[src/rtl/ram_pkg.sv]
// Shared types and helpers for the flip-flop multi-port RAM.
// Byte merge is sized for the widest supported word; callers cast in and out.
package ram_pkg;

    typedef enum logic [0:0] {
        IDLE  = 1'b0,
        CLEAR = 1'b1
    } clr_state_t;

    localparam int MERGE_W = 512;
    localparam int MERGE_B = MERGE_W / 8;

    function automatic logic [MERGE_W-1:0] byte_merge(
        input logic [MERGE_W-1:0] old_dat,
        input logic [MERGE_W-1:0] new_dat,
        input logic [MERGE_B-1:0] mask
    );
        logic [MERGE_W-1:0] res;
        res = old_dat;
        for (int b = 0; b < MERGE_B; b++) begin
            if (mask[b]) begin
                res[b*8 +: 8] = new_dat[b*8 +: 8];
            end
        end
        return res;
    endfunction

endpackage

[src/rtl/ram_clear_seq.sv]
// Clear sweep sequencer: zeroes one entry per cycle after a clear_ request.
// Latency: busy rises the cycle after clear_ is sampled low, stays high DEPTH cycles.
// Backpressure: none; clear_ is ignored while a sweep is running.
module ram_clear_seq
    import ram_pkg::*;
#(
    parameter int DEPTH = 16,
    parameter int ADDR  = 4
) (
    input  logic            clk,
    input  logic            reset,
    input  logic            clear_,
    output logic            busy,
    output logic            clr_we,
    output logic [ADDR-1:0] clr_addr
);

    clr_state_t      state;
    logic [ADDR-1:0] cnt;

    always_ff @(posedge clk or negedge reset) begin
        if (!reset) begin
            state <= IDLE;
            cnt   <= '0;
        end else begin
            case (state)
                IDLE: begin
                    if (!clear_) begin
                        state <= CLEAR;
                        cnt   <= '0;
                    end
                end
                CLEAR: begin
                    if (cnt == ADDR'(DEPTH - 1)) begin
                        state <= IDLE;
                        cnt   <= '0;
                    end else begin
                        cnt <= cnt + ADDR'(1);
                    end
                end
                default: state <= IDLE;
            endcase
        end
    end

    assign busy     = (state == CLEAR);
    assign clr_we   = (state == CLEAR);
    assign clr_addr = cnt;

endmodule

[src/rtl/mp_ram.sv]
// Flip-flop multi-port RAM with byte masks, per-byte write priority and a clear sweep.
// Latency: combinational read (OUTREG=0) or one registered cycle (OUTREG=1).
// Backpressure: none; while busy, user writes are dropped and reads return invalid.
module mp_ram
    import ram_pkg::*;
#(
    parameter  int DATA   = 32,
    parameter  int DEPTH  = 16,
    parameter  int RPORT  = 2,
    parameter  int WPORT  = 1,
    parameter  int OUTREG = 0,
    parameter  int BYPASS = 0,
    localparam int ADDR   = (DEPTH > 1) ? $clog2(DEPTH) : 1,
    localparam int BYTES  = DATA / 8
) (
    input  logic                        clk,
    input  logic                        reset,
    input  logic [RPORT-1:0]            ren_,
    input  logic [RPORT-1:0][ADDR-1:0]  raddr,
    output logic [RPORT-1:0][DATA-1:0]  rdata,
    output logic [RPORT-1:0]            rvalid,
    input  logic [WPORT-1:0]            wen_,
    input  logic [WPORT-1:0][ADDR-1:0]  waddr,
    input  logic [WPORT-1:0][BYTES-1:0] wmask,
    input  logic [WPORT-1:0][DATA-1:0]  wdata,
    input  logic                        clear_,
    output logic                        busy
);

    logic [DATA-1:0]            mem     [DEPTH];
    logic [DATA-1:0]            mem_nxt [DEPTH];
    logic [WPORT-1:0]           wr_ok;
    logic                       clr_we;
    logic [ADDR-1:0]            clr_addr;
    logic [RPORT-1:0][DATA-1:0] rd_dat;
    logic [RPORT-1:0]           rd_vld;

    ram_clear_seq #(
        .DEPTH (DEPTH),
        .ADDR  (ADDR)
    ) u_clear_seq (
        .clk      (clk),
        .reset    (reset),
        .clear_   (clear_),
        .busy     (busy),
        .clr_we   (clr_we),
        .clr_addr (clr_addr)
    );

    always_comb begin
        for (int j = 0; j < WPORT; j++) begin
            wr_ok[j] = !wen_[j] && !busy && (32'(waddr[j]) < DEPTH);
        end
    end

    // Ascending port order lets the highest index win each byte it masks in.
    always_comb begin
        for (int e = 0; e < DEPTH; e++) begin
            mem_nxt[e] = mem[e];
            for (int j = 0; j < WPORT; j++) begin
                if (wr_ok[j] && (32'(waddr[j]) == e)) begin
                    mem_nxt[e] = DATA'(byte_merge(MERGE_W'(mem_nxt[e]),
                                                  MERGE_W'(wdata[j]),
                                                  MERGE_B'(wmask[j])));
                end
            end
            if (clr_we && (32'(clr_addr) == e)) begin
                mem_nxt[e] = '0;
            end
        end
    end

    always_ff @(posedge clk or negedge reset) begin
        if (!reset) begin
            for (int e = 0; e < DEPTH; e++) begin
                mem[e] <= '0;
            end
        end else begin
            for (int e = 0; e < DEPTH; e++) begin
                mem[e] <= mem_nxt[e];
            end
        end
    end

    // Reads are gated by reset so every output is zero while reset is held.
    // With bypass, mem_nxt already carries the collision-resolved same-cycle writes.
    always_comb begin
        for (int i = 0; i < RPORT; i++) begin
            rd_vld[i] = reset && !ren_[i] && !busy && (32'(raddr[i]) < DEPTH);
            rd_dat[i] = '0;
            if (rd_vld[i]) begin
                rd_dat[i] = (BYPASS != 0) ? mem_nxt[raddr[i]] : mem[raddr[i]];
            end
        end
    end

    generate
        if (OUTREG != 0) begin : g_oreg
            always_ff @(posedge clk or negedge reset) begin
                if (!reset) begin
                    rdata  <= '0;
                    rvalid <= '0;
                end else begin
                    rdata  <= rd_dat;
                    rvalid <= rd_vld;
                end
            end
        end else begin : g_comb
            assign rdata  = rd_dat;
            assign rvalid = rd_vld;
        end
    endgenerate

endmodule

[config.mk]
export PLATFORM = sky130hd
export DESIGN_NAME = mp_ram
export DESIGN_NICKNAME = d
export VERILOG_FILES = /design/src/rtl/ram_pkg.sv /design/src/rtl/ram_clear_seq.sv /design/src/rtl/mp_ram.sv
export SDC_FILE = /design/constraint.sdc
export NUM_CORES = 1
export LEC_CHECK = 0
export ABC_AREA = 0
export BUFFER_PORTS_ARGS = -buffer_cell sky130_fd_sc_hd__clkbuf_2
export CAP_MARGIN = 30
export CORE_ASPECT_RATIO = 1.5
export CORE_UTILIZATION = 45
export CTS_BUF_LIST = sky130_fd_sc_hd__clkbuf_2 sky130_fd_sc_hd__clkbuf_4 sky130_fd_sc_hd__clkbuf_8
export CTS_CLUSTER_SIZE = 25
export DETAILED_ROUTE_END_ITERATION = 7
export PLACE_DENSITY = 0.64
export SLEW_MARGIN = 40
export SYNTH_ARGS = -nofsm -noshare
export SYNTH_HDL_FRONTEND = slang
export SYNTH_HIERARCHICAL = 1
export SYNTH_SLANG_ARGS = --single-unit
[constraint.sdc]
create_clock -name clk -period 3.01 [get_ports clk]
set_input_delay 0.301 -clock clk [delete_from_list [all_inputs] [get_ports clk]]
set_output_delay 0.301 -clock clk [all_outputs]
set_load 0.02 [all_outputs]
==> impl_metrics.json <==
{
  "outcome": "completed",
  "final-max-slew-violation-count": 0,
  "timing.max_cap.violations": 0,
  "hpwl_mm": 64.4,
  "rsz0062_at_grt": "no",
  "vias_per_cell": 7.16,
  "coreArea_mm2": 0.0633,
  "crit_arrival_ps": 2620,
  "grt_first_pass_wirelength_mm": 147,
  "fmax_mhz": 343,
  "worstRegToRegCells": 5,
  "sequential_share_of_the_synthesized_area_pct": 45.0,
  "floorplan.die_area_mm2": 0.0650,
  "antenna_found_initial": 4,
  "power.share.combinational_pct": 25.1,
  "die_w_um": 208,
  "min_period_over_period_pct": 97.0,
  "cts_bufs_inserted": 79,
  "synthTopCellsByCount": "sky130_fd_sc_hd__dfrtp_1 (517), sky130_fd_sc_hd__a22o_1 (513), sky130_fd_sc_hd__mux4_2 (256), sky130_fd_sc_hd__clkbuf_1 (106), sky130_fd_sc_hd__nand3_1 (66)",
  "post_place_cells": 2848,
  "worstSetupStartpointType": "flip-flop",
  "netlist_area_mm2": 0.0288,
  "worst-endpoint-required_ps": 2710,
  "synth_top_flop_cell": "sky130_fd_sc_hd__dfrtp_1",
  "layout_cell_share_with_drive_strength_beyond_1_pct": 38.0,
  "switching_power_mw": 6.54,
  "yosysUniqueCellTypes": 43,
  "post-route-util_pct": 52.5,
  "grt_pass1_vias": 22600,
  "post-synth-top-area-cell": "sky130_fd_sc_hd__dfrtp_1",
  "area.growth.synth_to_final_pct": 15.6,
  "synth.net_count": 2007,
  "die_h_um": 312,
  "core.rowCount": 113,
  "post-synth-top-area-fraction_pct": 45.0,
  "drt-total-wl_mm": 96.1,
  "finClkSkew_ps": 21.5,
  "dr_total_vias": 21500,
  "post-synth-top-count-cell": "sky130_fd_sc_hd__dfrtp_1",
  "worst-path-max-fanout": 32,
  "power-per-cell-area_mw_per_mm2": 582,
  "ctsRootBufferMaster": "sky130_fd_sc_hd__clkbuf_8",
  "hp_class": "in -> async",
  "worst_slack_after_detailed_placement_ps": 378,
  "synth_seq_cells": 517,
  "crit-reg2reg-capture": "mem[437]$_DFFE_PN0P_",
  "postRouteAntennaNets": 0,
  "worst_pin_slew_ps": 873,
  "routabilityCongestion": 0.869,
  "synth-edff-count": 0,
  "tritoncts": "yes",
  "static-leakage-power_nw": 13.9,
  "synth.yosys.warnings": 6,
  "min_period_ps": 2920,
  "final-hold-violation-count": 0,
  "finalNetCount": 2185,
  "grt.total_usage_pct": 30.1,
  "cell_internal_pwr_mw": 12.8,
  "detail_route.wl_per_cell_um": 32.1,
  "critPathCaptureType": "output pin",
  "n_fill_cell": 5225,
  "power_frac_seq_pct": 41.2,
  "htreeDepth": 3,
  "postSynthCellCount": 1952,
  "final-setup-viol-count": 0,
  "detailedRoute.firstIterationViolations": 1910,
  "cts_post_setup_buffers_inserted": 0,
  "total_negative_slack_for_setup_checks_ps": 0,
  "async_flop_share_pct": 100,
  "share_clk_of_total_power_pct": 33.7,
  "final.setup.worst_slack_ps": 91.2,
  "clk_transition_reported_paths_ps": 60,
  "path_class": "reg -> out",
  "maxSlewHeadroom_pct": 41.8,
  "ir_drop_mv": 0.340,
  "clock_sinks": 517,
  "grt_start_max_net_pins": 142,
  "worstReg2RegStart": "u_clear_seq/busy$_DFF_PN0_",
  "clk_path_buf_depth": 3,
  "switching_share_pct": 33.8,
  "overflow_left_after_global_routing": 0,
  "insertion_delay_ps": 700,
  "post_layout_nonfiller_instances": 2997,
  "io_buffers": 120,
  "post_synth.cell_area_avg_um2": 14.7,
  "floorplan.initialDensity_pct": 45.4,
  "first_pass_iteration_count_of_the_detailed_router": 5,
  "post-route-drc-count": 0,
  "report.power.total_mw": 19.4,
  "num_io_pins": 121,
  "r2r_slack_ps": 420,
  "synth_top_cells_by_area": "sky130_fd_sc_hd__dfrtp_1 (45%), sky130_fd_sc_hd__mux4_2 (20%), sky130_fd_sc_hd__a22o_1 (16%)"
}
-- cell usage in the layout (no fill, tap or decap), types with 46 or more instances in the layout --
cell	netlist	routed
sky130_fd_sc_hd__a2111oi_4	62	62
sky130_fd_sc_hd__nand3b_1	64	64
sky130_fd_sc_hd__mux4_2	256	256
sky130_fd_sc_hd__clkbuf_2	1	115
sky130_fd_sc_hd__a22o_1	513	513
sky130_fd_sc_hd__dfrtp_1	517	517
sky130_fd_sc_hd__mux2i_1	64	64
sky130_fd_sc_hd__clkbuf_8	0	100
sky130_fd_sc_hd__a32oi_1	64	46
sky130_fd_sc_hd__o211ai_1	64	64
sky130_fd_sc_hd__nand3_1	66	66
sky130_fd_sc_hd__buf_4	2	172
-- routing by layer --
layer,part of all wire [%],track usage (%),vias to the layer above
met1,38,38.3,11500
li1,-,-,8636
met5,0.032,0,-
met4,4.6,14.9,4
met3,7.0,4.99,272
met2,50,49.9,1098
-- registers in the layout (all words and copies together), names as in the netlist --
| signal | count |
|---|---|
| mem | 512 |
| u_clear_seq/clr_addr | 4 |
| u_clear_seq/busy | 1 |
-- worst max path at each step --
stage	from	end	slack [ps]	cells past startpoint
2_1_floorplan	u_clear_seq/busy$_DFF_PN0_	rdata[10]	500	5
3_3_place_gp	wen_	mem[467]$_DFFE_PN0P_	350	5
3_5_place_dp	wen_	mem[240]$_DFFE_PN0P_	380	6
4_1_cts	u_clear_seq/busy$_DFF_PN0_	rdata[5]	60	6
5_1_grt	u_clear_seq/busy$_DFF_PN0_	rdata[59]	6	6
6_report	u_clear_seq/busy$_DFF_PN0_	rdata[5]	90	6
-- cells by family after synthesis --
group / count (synthesis) / share of synthesized area, %
adders and majority gates: 1 / 0.0435
and+or+nand+nor: 167 / 3.79
AOI/OAI and AO/OA: 709 / 25.4
muxes: 320 / 22.3
buffers and inverters: 237 / 3.53
xor gates and xnor gates: 1 / 0.0304
DFF: 517 / 45.0
-- final cells by class --
| class | instances | area, um^2 | area share [%] |
|---|---|---|---|
| diodes | 3 | 7.51 | 0.0226 |
| clock buffers | 115 | 1480 | 4.46 |
| clock inverters | 25 | 263 | 0.790 |
| inverters | 5 | 18.8 | 0.0564 |
| multi-input cells | 1198 | 15100 | 45.3 |
| flip-flops and latches | 517 | 12900 | 38.9 |
| well taps | 805 | 1010 | 3.03 |
| repair buffers | 329 | 2470 | 7.42 |
-- critical path: stages (launching register included) --
cell	delay, ps
sky130_fd_sc_hd__dfrtp_1	410
sky130_fd_sc_hd__buf_4	200
sky130_fd_sc_hd__nor3b_2	250
sky130_fd_sc_hd__nand2b_2	70
sky130_fd_sc_hd__buf_4	320
sky130_fd_sc_hd__o211ai_1	420
sky130_fd_sc_hd__clkbuf_2	250
-- power by group through the flow --
stage	sequential [mW]	combinational, mW	clock, mW
finish	7.97	4.87	6.52
global route	8.05	5.07	6.91
detailed placement	8.08	4.80	0
CTS	7.96	4.81	6.61
global placement	8.03	4.61	0
floorplan	7.91	3.02	0
-- per-stage QoR --
stage | area (um^2) | hold WS, ps
final | 33300 | 66.0
after floorplan | 28800 | 5.41
after global placement | 31200 | 157
after global routing | 33300 | 60.7
after CTS | 33200 | 26.4
after detailed placement | 31400 | 165
-- what timing repair did --
item,4_1_cts,5_1_grt
hold endpoints to repair,437,0
endpoints found under the setup margin,7,0
hold buffers,1,0
gates resized for setup,2,0
No activity file was read; power rests on OpenSTA's default activity.
